**src/rtl/stage_select.sv**
```systemverilog
// Switch-driven stage selector: synchronises, debounces and validates a 10-bit thermometer
// switch code and commits stage 0..9. Optional macro STAGE_SELECT_BUBBLE_FIX_EN corrects bubbled codes.
module stage_select #(
  parameter int DEBOUNCE_CYCLES = 500000
) (
  input  logic        clk,
  input  logic        resetN,
  input  logic [9:0]  sw,
  input  logic        hold,
  output logic [31:0] stage,
  output logic        stage_change,
  output logic        code_error
);

  localparam int CW = $clog2(DEBOUNCE_CYCLES) + 1;
  localparam logic [CW-1:0] CNT_LAST = CW'(DEBOUNCE_CYCLES - 1);
  localparam logic [9:0] CODE_RST = 10'b0000000001;

  typedef enum logic [1:0] {
    ST_STABLE = 2'd0,
    ST_SETTLE = 2'd1,
    ST_COMMIT = 2'd2
  } state_t;

  state_t        r_state, w_state_nxt;
  logic [9:0]    r_s1, r_s2;
  logic [9:0]    r_ref_code, w_ref_nxt;
  logic [9:0]    r_cand, w_cand_nxt;
  logic [CW-1:0] r_cnt, w_cnt_nxt;
  logic [3:0]    r_stage, w_stage_nxt;
  logic          r_change, w_change_nxt;
  logic          r_error, w_error_nxt;
  logic [4:0]    w_dec;

  // Returns {legal, stage}; stage is only meaningful when legal is set.
  function automatic logic [4:0] f_decode(input logic [9:0] code);
    logic [3:0] v_acc;
    logic       v_ok;
    v_acc = 4'd0;
    v_ok  = 1'b0;
`ifdef STAGE_SELECT_BUBBLE_FIX_EN
    for (int i = 0; i < 10; i++) begin
      if (code[i]) begin
        v_acc = 4'(i);
        v_ok  = 1'b1;
      end
    end
`else
    for (int i = 0; i < 10; i++) begin
      v_acc = v_acc + {3'd0, code[i]};
    end
    v_ok  = (code != 10'd0) && ((code & (code + 10'd1)) == 10'd0);
    v_acc = v_acc - 4'd1;
`endif
    return {v_ok, v_acc};
  endfunction

  assign w_dec        = f_decode(r_cand);
  assign stage        = {28'd0, r_stage};
  assign stage_change = r_change;
  assign code_error   = r_error;

  // Synchroniser and all state registers.
  always_ff @(posedge clk or negedge resetN) begin
    if (!resetN) begin
      r_s1       <= CODE_RST;
      r_s2       <= CODE_RST;
      r_state    <= ST_STABLE;
      r_ref_code <= CODE_RST;
      r_cand     <= CODE_RST;
      r_cnt      <= '0;
      r_stage    <= 4'd0;
      r_change   <= 1'b0;
      r_error    <= 1'b0;
    end else begin
      r_s1       <= sw;
      r_s2       <= r_s1;
      r_state    <= w_state_nxt;
      r_ref_code <= w_ref_nxt;
      r_cand     <= w_cand_nxt;
      r_cnt      <= w_cnt_nxt;
      r_stage    <= w_stage_nxt;
      r_change   <= w_change_nxt;
      r_error    <= w_error_nxt;
    end
  end

  // Debounce FSM: any change of the synchronised sample restarts settling.
  always_comb begin
    w_state_nxt  = r_state;
    w_ref_nxt    = r_ref_code;
    w_cand_nxt   = r_cand;
    w_cnt_nxt    = r_cnt;
    w_stage_nxt  = r_stage;
    w_change_nxt = 1'b0;
    w_error_nxt  = r_error;
    case (r_state)
      ST_STABLE: begin
        if (r_s2 != r_ref_code) begin
          w_state_nxt = ST_SETTLE;
          w_cand_nxt  = r_s2;
          w_cnt_nxt   = '0;
        end else begin
          w_state_nxt = ST_STABLE;
        end
      end
      ST_SETTLE: begin
        if (r_s2 != r_cand) begin
          w_cand_nxt = r_s2;
          w_cnt_nxt  = '0;
        end else if (r_cnt == CNT_LAST) begin
          w_state_nxt = ST_COMMIT;
        end else begin
          w_cnt_nxt = r_cnt + CW'(1);
        end
      end
      ST_COMMIT: begin
        if (r_s2 != r_cand) begin
          w_state_nxt = ST_SETTLE;
          w_cand_nxt  = r_s2;
          w_cnt_nxt   = '0;
        end else if (hold) begin
          w_state_nxt = ST_COMMIT;
        end else begin
          w_ref_nxt   = r_cand;
          w_state_nxt = ST_STABLE;
          if (w_dec[4]) begin
            w_stage_nxt  = w_dec[3:0];
            w_error_nxt  = 1'b0;
            w_change_nxt = (w_dec[3:0] != r_stage);
          end else begin
            w_error_nxt = 1'b1;
          end
        end
      end
      default: begin
        w_state_nxt = ST_STABLE;
      end
    endcase
  end

endmodule
```
**config.mk**
```make
export PLATFORM = sky130hd
export DESIGN_NAME = stage_select
export DESIGN_NICKNAME = d
export VERILOG_FILES = /design/src/rtl/stage_select.sv
export SDC_FILE = /design/constraint.sdc
export NUM_CORES = 1
export LEC_CHECK = 0
export ABC_AREA = 1
export CAP_MARGIN = 25
export CORE_MARGIN = 4
export CORE_UTILIZATION = 35
export CTS_CLUSTER_DIAMETER = 80
export DETAILED_ROUTE_END_ITERATION = 10
export PLACE_DENSITY = 0.58
export SYNTH_ARGS = -nofsm -noshare
export SYNTH_HDL_FRONTEND = slang
export SYNTH_SLANG_ARGS = --single-unit
export TNS_END_PERCENT = 100
```
**constraint.sdc**
```tcl
create_clock -name clk -period 4.8 [get_ports clk]
set_input_delay 1.2 -clock clk [delete_from_list [all_inputs] [get_ports clk]]
set_output_delay 1.2 -clock clk [all_outputs]
set_load 0.005 [all_outputs]
```
==> flow_metrics.tcl, run 1 <==
set metrics [dict create \
    outcome "complete, no violations" \
    routed_via_density 4.46 \
    clk_pin_slew_ps 60 \
    cts_tree "done" \
    drtIter0Drc 139 \
    hp-class "register to register" \
    fin_nets 561 \
    grt_max_degree 45 \
    io_pins 47 \
    synth.ff_latch_count 68 \
    crit_chain "inv_1, fa_1, inv_1, fa_1, inv_1, fa_1, fa_1, fa_1, xor2_1, nand2_1, nand3_1, nor2_1, a21oi_1" \
    worst_slew_pin_slew_ps 776 \
    fin_crit_ps 3610 \
    worstSkewPairLatency_ps 330 \
    postSynthCellCount 512 \
    slowest_delay_ps 550 \
    dieArea_sq_um 13600 \
    cellPowerDensity_nw_per_um2 446 \
    drc 0 \
    track_usage 0.129 \
    arrival_ps 3860 \
    final_layout_size_suffix_gt1_frac 0.113 \
    timing_hold_violations_final 0 \
    critPathRequiredTime_ps 5060 \
    cts_resized 0 \
    fmax_ghz 0.277 \
    grt.overflow.total 0 \
    cts_buffer_depth 2 \
    yosysWarnings 0 \
    dpl.hpwl_mm 5.86 \
    finClkSkew_ps 9.31 \
    avgSynthCellArea_sq_um 8.04 \
    power_leakage_nw 2.32 \
    route.vias.total 3039 \
    ys_seq_area_frac 0.414 \
    fin_crit_sh 0.751 \
    core_area_sq_um 11500 \
    num_rows 39 \
    slowest_stage "fa_1" \
    slew_viol_final 0 \
    drt_wl_total_mm 8.04 \
    start_util 0.359 \
    max_cap_violations 0 \
    gp_congestion 0.833 \
    numCtsBuffers 9 \
    tns_ps 0 \
    cts_root_buffer "clkbuf_16" \
    startpoint_type "register" \
    ctsHtreeMaxLevel 3 \
    die_w_microns 116 \
    critPathMaxFanout 5 \
    fillers 1126 \
    n_antenna_cell 0 \
    cts_hold_buf 0 \
    ir_drop_mv 0.259 \
    setup_viol 0 \
    grt_pass1_vias 2936 \
    portBuffers 18 \
    ant_nets 0 \
    mappedNetlistArea_sq_um 4120 \
    p_total_mw 2.06 \
    die_y_microns 116 \
    crit_type "register to register" \
    cts_setup_buffers 0 \
    holdWs_ps 341 \
    drt-pass1-iter-count 5 \
    syn_to_final_growth_pct 12.1 \
    cpMostUsedCell "fa_1" \
    rsz0062_at_grt "no" \
    cp-end-kind "register" \
    clock_sinks 68 \
    antenna_found_initial 0 \
    relSlewSlack 0.481 \
    ys_types 31 \
    wl_per_cell_microns 11.8 \
    grt_pass1_wl_mm 13.9 \
]
## area by class of cell
type | instances | area [sq um] | share of cell area
Timing Repair Buffer | 22 | 205 | 0.0445
Inverter | 66 | 248 | 0.0537
Clock buffer | 9 | 225 | 0.0488
Multi-Input combinational cell | 366 | 1980 | 0.428
Tap cell | 143 | 179 | 0.0388
Clock inverter | 7 | 75.1 | 0.0163
Sequential cell | 68 | 1710 | 0.370
## metrics by stage
step,util,std cells,setup slack (ps),area [sq um]
final,0.402,681,1190,4610
after global routing,0.402,681,1050,4610
after CTS,0.402,681,1180,4610
after detailed placement,0.376,665,1180,4310
after global placement,0.376,665,1310,4310
after floorplan,-,539,1410,4220
## cells in the final DEF, fill, tap and decap left out, drive strengths merged
cell type,instances
a21oi,3
a22oi,1
buf,5
bufinv,1
clkbuf,9
clkdlybuf4s50,17
clkinv,2
clkinvlp,3
conb,28
dfrtp,64
dfstp,4
fa,6
ha,9
inv,67
nand2,155
nand3,18
nand3b,2
nand4,3
nor2,54
nor3,7
o21ai,30
o21bai,20
o22ai,2
or2,1
xnor2,7
xor2,20
## synthesized netlist by cell type
library cell / count / share of area
nand2_1: 143 / 0.13
dfrtp_1: 64 / 0.39
inv_1: 61 / 0.056
nor2_1: 48 / 0.044
buf_4: 30 / 0.055
o21bai_1: 20 / 0.036
xor2_1: 20 / 0.043
nand3_1: 16 / 0.019
o21ai_1: 12 / 0.015
nand2_2: 11 / 0.017
o21ai_2: 11 / 0.023
ha_1: 9 / 0.027
nor3_1: 7 / 0.0085
o21ai_0: 7 / 0.0085
xnor2_1: 7 / 0.015
buf_2: 6 / 0.0073
fa_1: 6 / 0.029
inv_2: 5 / 0.0046
dfstp_2: 4 / 0.026
a21oi_1: 3 / 0.0036
buf_6: 3 / 0.0082
nand4_1: 3 / 0.0046
nor2_2: 3 / 0.0046
nor2_4: 3 / 0.0082
nand3_2: 2 / 0.0049
nand3b_1: 2 / 0.0036
o22ai_1: 2 / 0.0030
a22oi_1: 1 / 0.0018
conb_1: 1 / 0.00091
nand2_4: 1 / 0.0027
or2_0: 1 / 0.0015
## per-layer routing
layer  routed length [microns]  vias to the layer above  track usage  share of wire
met5                         0                        -            0              0
met4                       113                        0       0.0410          0.014
met3                       326                        6       0.0321          0.041
met2                      3620                       62        0.203           0.45
met1                      3980                     1409        0.177           0.49
li1                          -                     1562            -              -
## path summary, 6_finish.rpt
path,startpoint,to,slack [ps],cells after the start
worst max-delay path,r_cand[4]$_DFFE_PN0P_,stage_change$_DFF_PN0_,1190,13
max in group asynchronous,resetN,r_cand[0]$_DFFE_PN1P_,2980,2
min in group asynchronous,resetN,r_s2[3]$_DFF_PN0_,850,1
worst min-delay path,r_s1[3]$_DFF_PN0_,r_s2[3]$_DFF_PN0_,340,0
worst max register to register,r_cand[4]$_DFFE_PN0P_,stage_change$_DFF_PN0_,1190,13
worst min register to register,r_s1[3]$_DFF_PN0_,r_s2[3]$_DFF_PN0_,340,0
## state kept, by name, indices dropped and copies added (netlist names)
| signal | flops |
|---|---|
| r_cnt | 20 |
| r_cand | 10 |
| r_ref_code | 10 |
| r_s1 | 10 |
| r_s2 | 10 |
| r_stage | 4 |
| r_state | 2 |
| code_error | 1 |
| stage_change | 1 |
## critical path, delay by kind of cell (launching register included)
family / cells / cell delay (ps)
XOR/XNOR: 1 / 240
AND/OR/NAND/NOR: 3 / 190
buffers and inverters: 3 / 230
flip-flops: 1 / 420
adder cells (fa/ha/maj): 5 / 2300
AO/OA/AOI/OAI: 1 / 160
## power by group
group	switching, mW	internal, mW	total, mW
logic	0.440	0.288	0.727
registers	0.0484	0.620	0.668
clock network	0.261	0.404	0.665
total	0.749	1.31	2.06
## cells by family after synthesis
group                      share of synthesized area
and+or+nand+nor                                0.249
AOI/OAI and AO/OA                             0.0915
other                                       0.000911
buffers and inverters                          0.130
DFF                                            0.414
adders and majority gates                     0.0565
xor gates and xnor gates                      0.0574
Note: power is estimated with default switching activity, not from simulation.
==> run 2, diff against run 1 <==
Settings changed: PLACE_DENSITY 0.58 to 0.6.
Clock period 4.8 ns to 3.2 ns, I/O delays scaled along.
==> run 2 against run 1 <==
Effect of this change: the run now ends with negative setup slack left; largest power group unchanged; sequential cell count is the same; largest cell class unchanged; clock power up 37%; count of clock-buffer cells in the layout unchanged; sequential share of layout area down 0.57 points; worst hold slack better by 3.7 ps; core utilization is 0.63 points higher; sequential power increased by 48%.
==> flow_metrics.tcl, run 2 (synthesis results as in run 1) <==
set metrics [dict create \
    grt_max_degree 48 \
    worst_slew_pin_slew_ps 792 \
    wl_met2_mm 3.41 \
    crit_type "register to register" \
    arrival_ps 3590 \
    fin_crit_sh 1.05 \
    track_usage 0.124 \
    grt_pass1_vias 2903 \
    num_rows 39 \
    cts_setup_buffers 0 \
    portBuffers 18 \
    critPathRequiredTime_ps 3420 \
    violations "negative setup slack" \
    final_cell_mix "nand2_1, dfrtp_1, inv_1, nor2_1, conb_1" \
    top_register "r_cnt" \
    ir_drop_mv 0.371 \
    cellPowerDensity_nw_per_um2 659 \
    power_leakage_nw 2.37 \
    fin_crit_ps 3370 \
    layout_commonest_cell "nand2_1" \
    critPathMaxFanout 2 \
    worstReg2RegStart "r_cand[4]$_DFFE_PN0P_" \
    drt_wl_total_mm 7.75 \
    largest_register_ffs 20 \
    p_total_mw 3.09 \
    layoutNonFillerInstCount 691 \
    power.internal_mw 1.96 \
    swShare 0.366 \
    r2r_end "stage_change$_DFF_PN0_" \
    core_area_sq_um 11500 \
    rsz0062_at_grt "yes" \
    clk_pin_slew_ps 60 \
    cts_tree "done" \
    dieArea_sq_um 13600 \
    worst_slack_ps -171 \
    final_layout_size_suffix_gt1_frac 0.137 \
    rrSetupSlack_ps -170 \
    drt-pass1-iter-count 4 \
    grt_pass1_wl_mm 13.3 \
    p_comb_frac 0.384 \
    setup_viol 1 \
    dpl.hpwl_mm 5.77 \
    timing_hold_violations_final 0 \
    p_switching_mw 1.13 \
    fin_nets 571 \
    hp-class "register to register" \
    worstSkewPairLatency_ps 330 \
    seqPwrFrac 0.321 \
    io_pins 47 \
    relSlewSlack 0.470 \
    die_w_microns 116 \
    highest_layer "met4" \
    routed_via_density 4.44 \
    cts_hold_buf 0 \
    worstHoldStart "r_s1[2]$_DFF_PN0_" \
    ant_nets 0 \
    cts_root_buffer "clkbuf_16" \
    start_util 0.359 \
    clockPowerShare 0.295 \
    drtIter0Drc 191 \
    die_y_microns 116 \
    grt.overflow.total 0 \
    route.vias.total 3069 \
    place_inst 675 \
    reg2regPathDepth 12 \
    drt-met1-wl_mm 3.84 \
    ctsHtreeMaxLevel 3 \
    fillers 1128 \
    place_ws_ps -151 \
    finClkSkew_ps 5.90 \
    wl_met3_microns 343 \
    outcome "finished with violations" \
    antenna_found_initial 0 \
    numCtsBuffers 9 \
    fmax_ghz 0.297 \
    worstHoldPathCells 0 \
    clock_sinks 68 \
    drc 0 \
    worst_hold_path.endpoint "r_s2[2]$_DFF_PN0_" \
    gp_congestion 0.791 \
    slew_viol_final 0 \
    tns_ps -171 \
    cts_buffer_depth 2 \
    wl_per_cell_microns 11.2 \
    max_cap_violations 0 \
    startpoint_type "register" \
    n_antenna_cell 0 \
    cp-end-kind "register" \
    syn_to_final_growth_pct 13.8 \
]
run 2: changes by cell type in the layout (fill, tap and decap cells not counted), sizes merged:
| cell | before | now |
|---|---|---|
| buf | 5 | 15 |
| clkinv | 2 | 5 |
| clkinvlp | 3 | 0 |
| bufinv | 1 | 0 |
| inv | 67 | 68 |
run 2: power by group through the flow:
stage               registers, mW  logic, mW  clock network (mW)
floorplan                    1.00      0.903                   0
global placement             1.00       1.11                   0
detailed placement           1.01       1.16                   0
CTS                         0.991       1.16               0.938
global route                 1.00       1.35               0.983
finish                      0.990       1.18               0.912
run 2: what timing repair did:
| item | CTS | global route |
|---|---|---|
| setup endpoints to repair | 1 | 3 |
| gates resized for setup | 0 | 2 |
| pin swaps | 1 | 0 |
run 2: per-stage QoR:
step           hold slack (ps)  cell area (sq um)   util
6_report                   345               4690  0.409
2_1_floorplan              331               4220      -
3_3_place_gp               333               4400  0.384
5_1_grt                    351               4690  0.409
4_1_cts                    347               4680  0.408
3_5_place_dp               335               4400  0.384
run 2: final cells by class:
class                   count  area (sq um)  share of cell area
multi-input cells         366          1990               0.424
flip-flops and latches     68          1710               0.364
repair buffers             32           293              0.0625
inverters                  66           248              0.0529
clock buffers               9           225              0.0481
well taps                 143           179              0.0382
clock inverters             7          50.0              0.0107
run 2: worst max-delay path by stage:
stage                          start  slack (ps)                     end
2_1_floorplan  r_cand[4]$_DFFE_PN0P_        -120  stage_change$_DFF_PN0_
3_3_place_gp   r_cand[4]$_DFFE_PN0P_        -120  stage_change$_DFF_PN0_
3_5_place_dp   r_cand[4]$_DFFE_PN0P_        -150  stage_change$_DFF_PN0_
4_1_cts        r_cand[4]$_DFFE_PN0P_        -160  stage_change$_DFF_PN0_
5_1_grt        r_cand[4]$_DFFE_PN0P_        -360  stage_change$_DFF_PN0_
6_report       r_cand[4]$_DFFE_PN0P_        -170  stage_change$_DFF_PN0_
run 2: routing by layer:
| layer | vias to the layer above | global-route usage |
|---|---|---|
| met2 | 63 | 0.193 |
| met5 | - | 0 |
| met4 | 0 | 0.0418 |
| met3 | 11 | 0.0275 |
| met1 | 1419 | 0.172 |
| li1 | 1576 | - |
run 2: critical path: stages, from the launching register on:
cell and delay [ps]:
dfrtp_1 360, inv_2 50, fa_1 540, inv_2 40, fa_1 470, inv_1 50, fa_1 470, fa_2 370
fa_1 530, xor2_1 150, nand3_1 80, nor2_1 90, a21oi_1 70
==> run 3, diff against run 2 <==
Settings changed: CORE_UTILIZATION 35 to 51, PLACE_DENSITY 0.6 to 0.8.
==> run 3 against run 2 <==
Effect of this change: the flow still finishes with violations (negative setup slack); sequential cell count unchanged; via count up 4.6%; power down 1.9%; first-iteration DRC count up 16%; routed wire length up 4.5%; worst hold slack better by 4.9 ps; critical path type unchanged.
==> flow_metrics.tcl, run 3 (synthesis results as in run 1) <==
set metrics [dict create \
    die_y_microns 97.9 \
    rsz0062_at_grt "yes" \
    worst_slew_pin_slew_ps 757 \
    grt_max_degree 40 \
    numCtsBuffers 9 \
    io_pins 47 \
    gp_congestion 0.890 \
    max_cap_violations 0 \
    track_usage 0.176 \
    fin_crit_ps 3410 \
    place_area_sq_um 4350 \
    cts_buffer_depth 2 \
    ctsHtreeMaxLevel 3 \
    outcome "finished with violations" \
    critPathRequiredTime_ps 3430 \
    ir_drop_mv 0.399 \
    fin_nets 571 \
    p_switching_mw 1.13 \
    design_area_sq_um 4590 \
    cts_tree "done" \
    fillers 644 \
    drt_wl_total_mm 8.09 \
    syn_to_final_growth_pct 11.5 \
    dpl.hpwl_mm 5.76 \
    setup_viol 1 \
    final_cell_mix "nand2_1, dfrtp_1, inv_1, nor2_1, conb_1" \
    grt_pass1_vias 3094 \
    fin_crit_sh 1.06 \
    worstSkewPairLatency_ps 340 \
    power_leakage_nw 2.35 \
    register_area_sq_um 1710 \
    fin_util 0.588 \
    multi_input_area_sq_um 1990 \
    clk_pin_slew_ps 80 \
    clock_sinks 68 \
    drt-pass1-iter-count 6 \
    power.internal_mw 1.89 \
    worst_slack_ps -207 \
    hp-class "register to register" \
    relSlewSlack 0.494 \
    arrival_ps 3640 \
    tns_ps -207 \
    die_w_microns 97.9 \
    largest_register_ffs 20 \
    wl_per_cell_microns 12.5 \
    ant_nets 0 \
    drtIter0Drc 222 \
    antenna_found_initial 0 \
    n_antenna_cell 0 \
    final_layout_size_suffix_gt1_frac 0.135 \
    cp-end-kind "register" \
    critPathMaxFanout 2 \
    cts_root_buffer "clkbuf_8" \
    routed_via_density 4.94 \
    grt.overflow.total 0 \
    cts_hold_buf 0 \
    drc 0 \
    holdWs_ps 350 \
    route.vias.total 3209 \
    p_comb_frac 0.403 \
    timing_hold_violations_final 0 \
    crit_type "register to register" \
    core_area_sq_um 7810 \
    dieArea_sq_um 9580 \
    slew_viol_final 0 \
    clockPowerShare 0.270 \
    startpoint_type "register" \
    seqPwrFrac 0.327 \
    finClkSkew_ps 11.5 \
    num_rows 32 \
    layout_commonest_cell "nand2_1" \
    swShare 0.374 \
    fmax_ghz 0.294 \
    cellPowerDensity_nw_per_um2 659 \
    grt_pass1_wl_mm 13.9 \
    place_ws_ps -205 \
    top_register "r_cnt" \
    violations "negative setup slack" \
    portBuffers 18 \
    start_util 0.527 \
]
[run 3: cell types whose count changed in the layout (fill, tap and decap cells not counted)]
| cell | before | now |
|---|---|---|
| clkbuf_8 | 0 | 10 |
| inv_2 | 7 | 6 |
| clkinv_2 | 3 | 0 |
| clkbuf_16 | 9 | 0 |
| bufinv_16 | 0 | 2 |
| inv_1 | 59 | 60 |
[run 3: critical path: stages (launching register included)]
cell,delay (ps)
dfrtp_1,370
inv_2,50
fa_1,530
inv_1,50
fa_1,470
inv_1,50
fa_1,450
fa_2,360
fa_1,520
xor2_1,170
nand3_1,110
nor2_1,90
a21oi_1,70
[run 3: layout make-up]
cell class,count,area share
multi-input combinational,366,0.432
clock inverter,6,0.0207
sequential,68,0.372
tap,102,0.0278
timing repair buffer,32,0.0637
clock buffer,10,0.0300
inverter,66,0.0539
[run 3: final timing paths]
path                                       start                      to  slack [ps]  depth (start not counted)
setup / recovery           r_cand[4]$_DFFE_PN0P_  stage_change$_DFF_PN0_        -210                         12
hold / removal                 r_s1[9]$_DFF_PN0_       r_s2[9]$_DFF_PN0_         350                          0
setup reg to reg           r_cand[4]$_DFFE_PN0P_  stage_change$_DFF_PN0_        -210                         12
hold reg to reg                r_s1[9]$_DFF_PN0_       r_s2[9]$_DFF_PN0_         350                          0
max in group asynchronous                 resetN   r_cand[0]$_DFFE_PN1P_        2040                          2
min in group asynchronous                 resetN       r_s1[1]$_DFF_PN0_         480                          1
[run 3: metal layers]
metal | routed length (microns) | global-route usage | up-vias | share of wire
met1 | 3620 | 0.230 | 1483 | 0.45
li1 | - | - | 1582 | -
met5 | 0 | 0 | - | 0
met3 | 536 | 0.0507 | 20 | 0.066
met4 | 188 | 0.0586 | 0 | 0.023
met2 | 3750 | 0.282 | 124 | 0.46
[run 3: timing repair]
action                     CTS  global route
pin swaps                    1             1
gates resized for setup      0             1
setup endpoints to repair    1             2
buffers inserted             1             0
[run 3: power groups by stage]
stage	combinational [mW]	clock [mW]	sequential (mW)
global placement	1.09	0	1.00
global route	1.40	0.874	1.00
floorplan	0.903	0	1.00
finish	1.22	0.817	0.991
detailed placement	1.18	0	1.01
CTS	1.20	0.829	0.990
[run 3: metrics by stage]
step / power, mW / std cells
floorplan: 1.90 / 539
global placement: 2.09 / 633
detailed placement: 2.19 / 633
CTS: 3.02 / 650
global route: 3.27 / 650
finish: 3.03 / 650
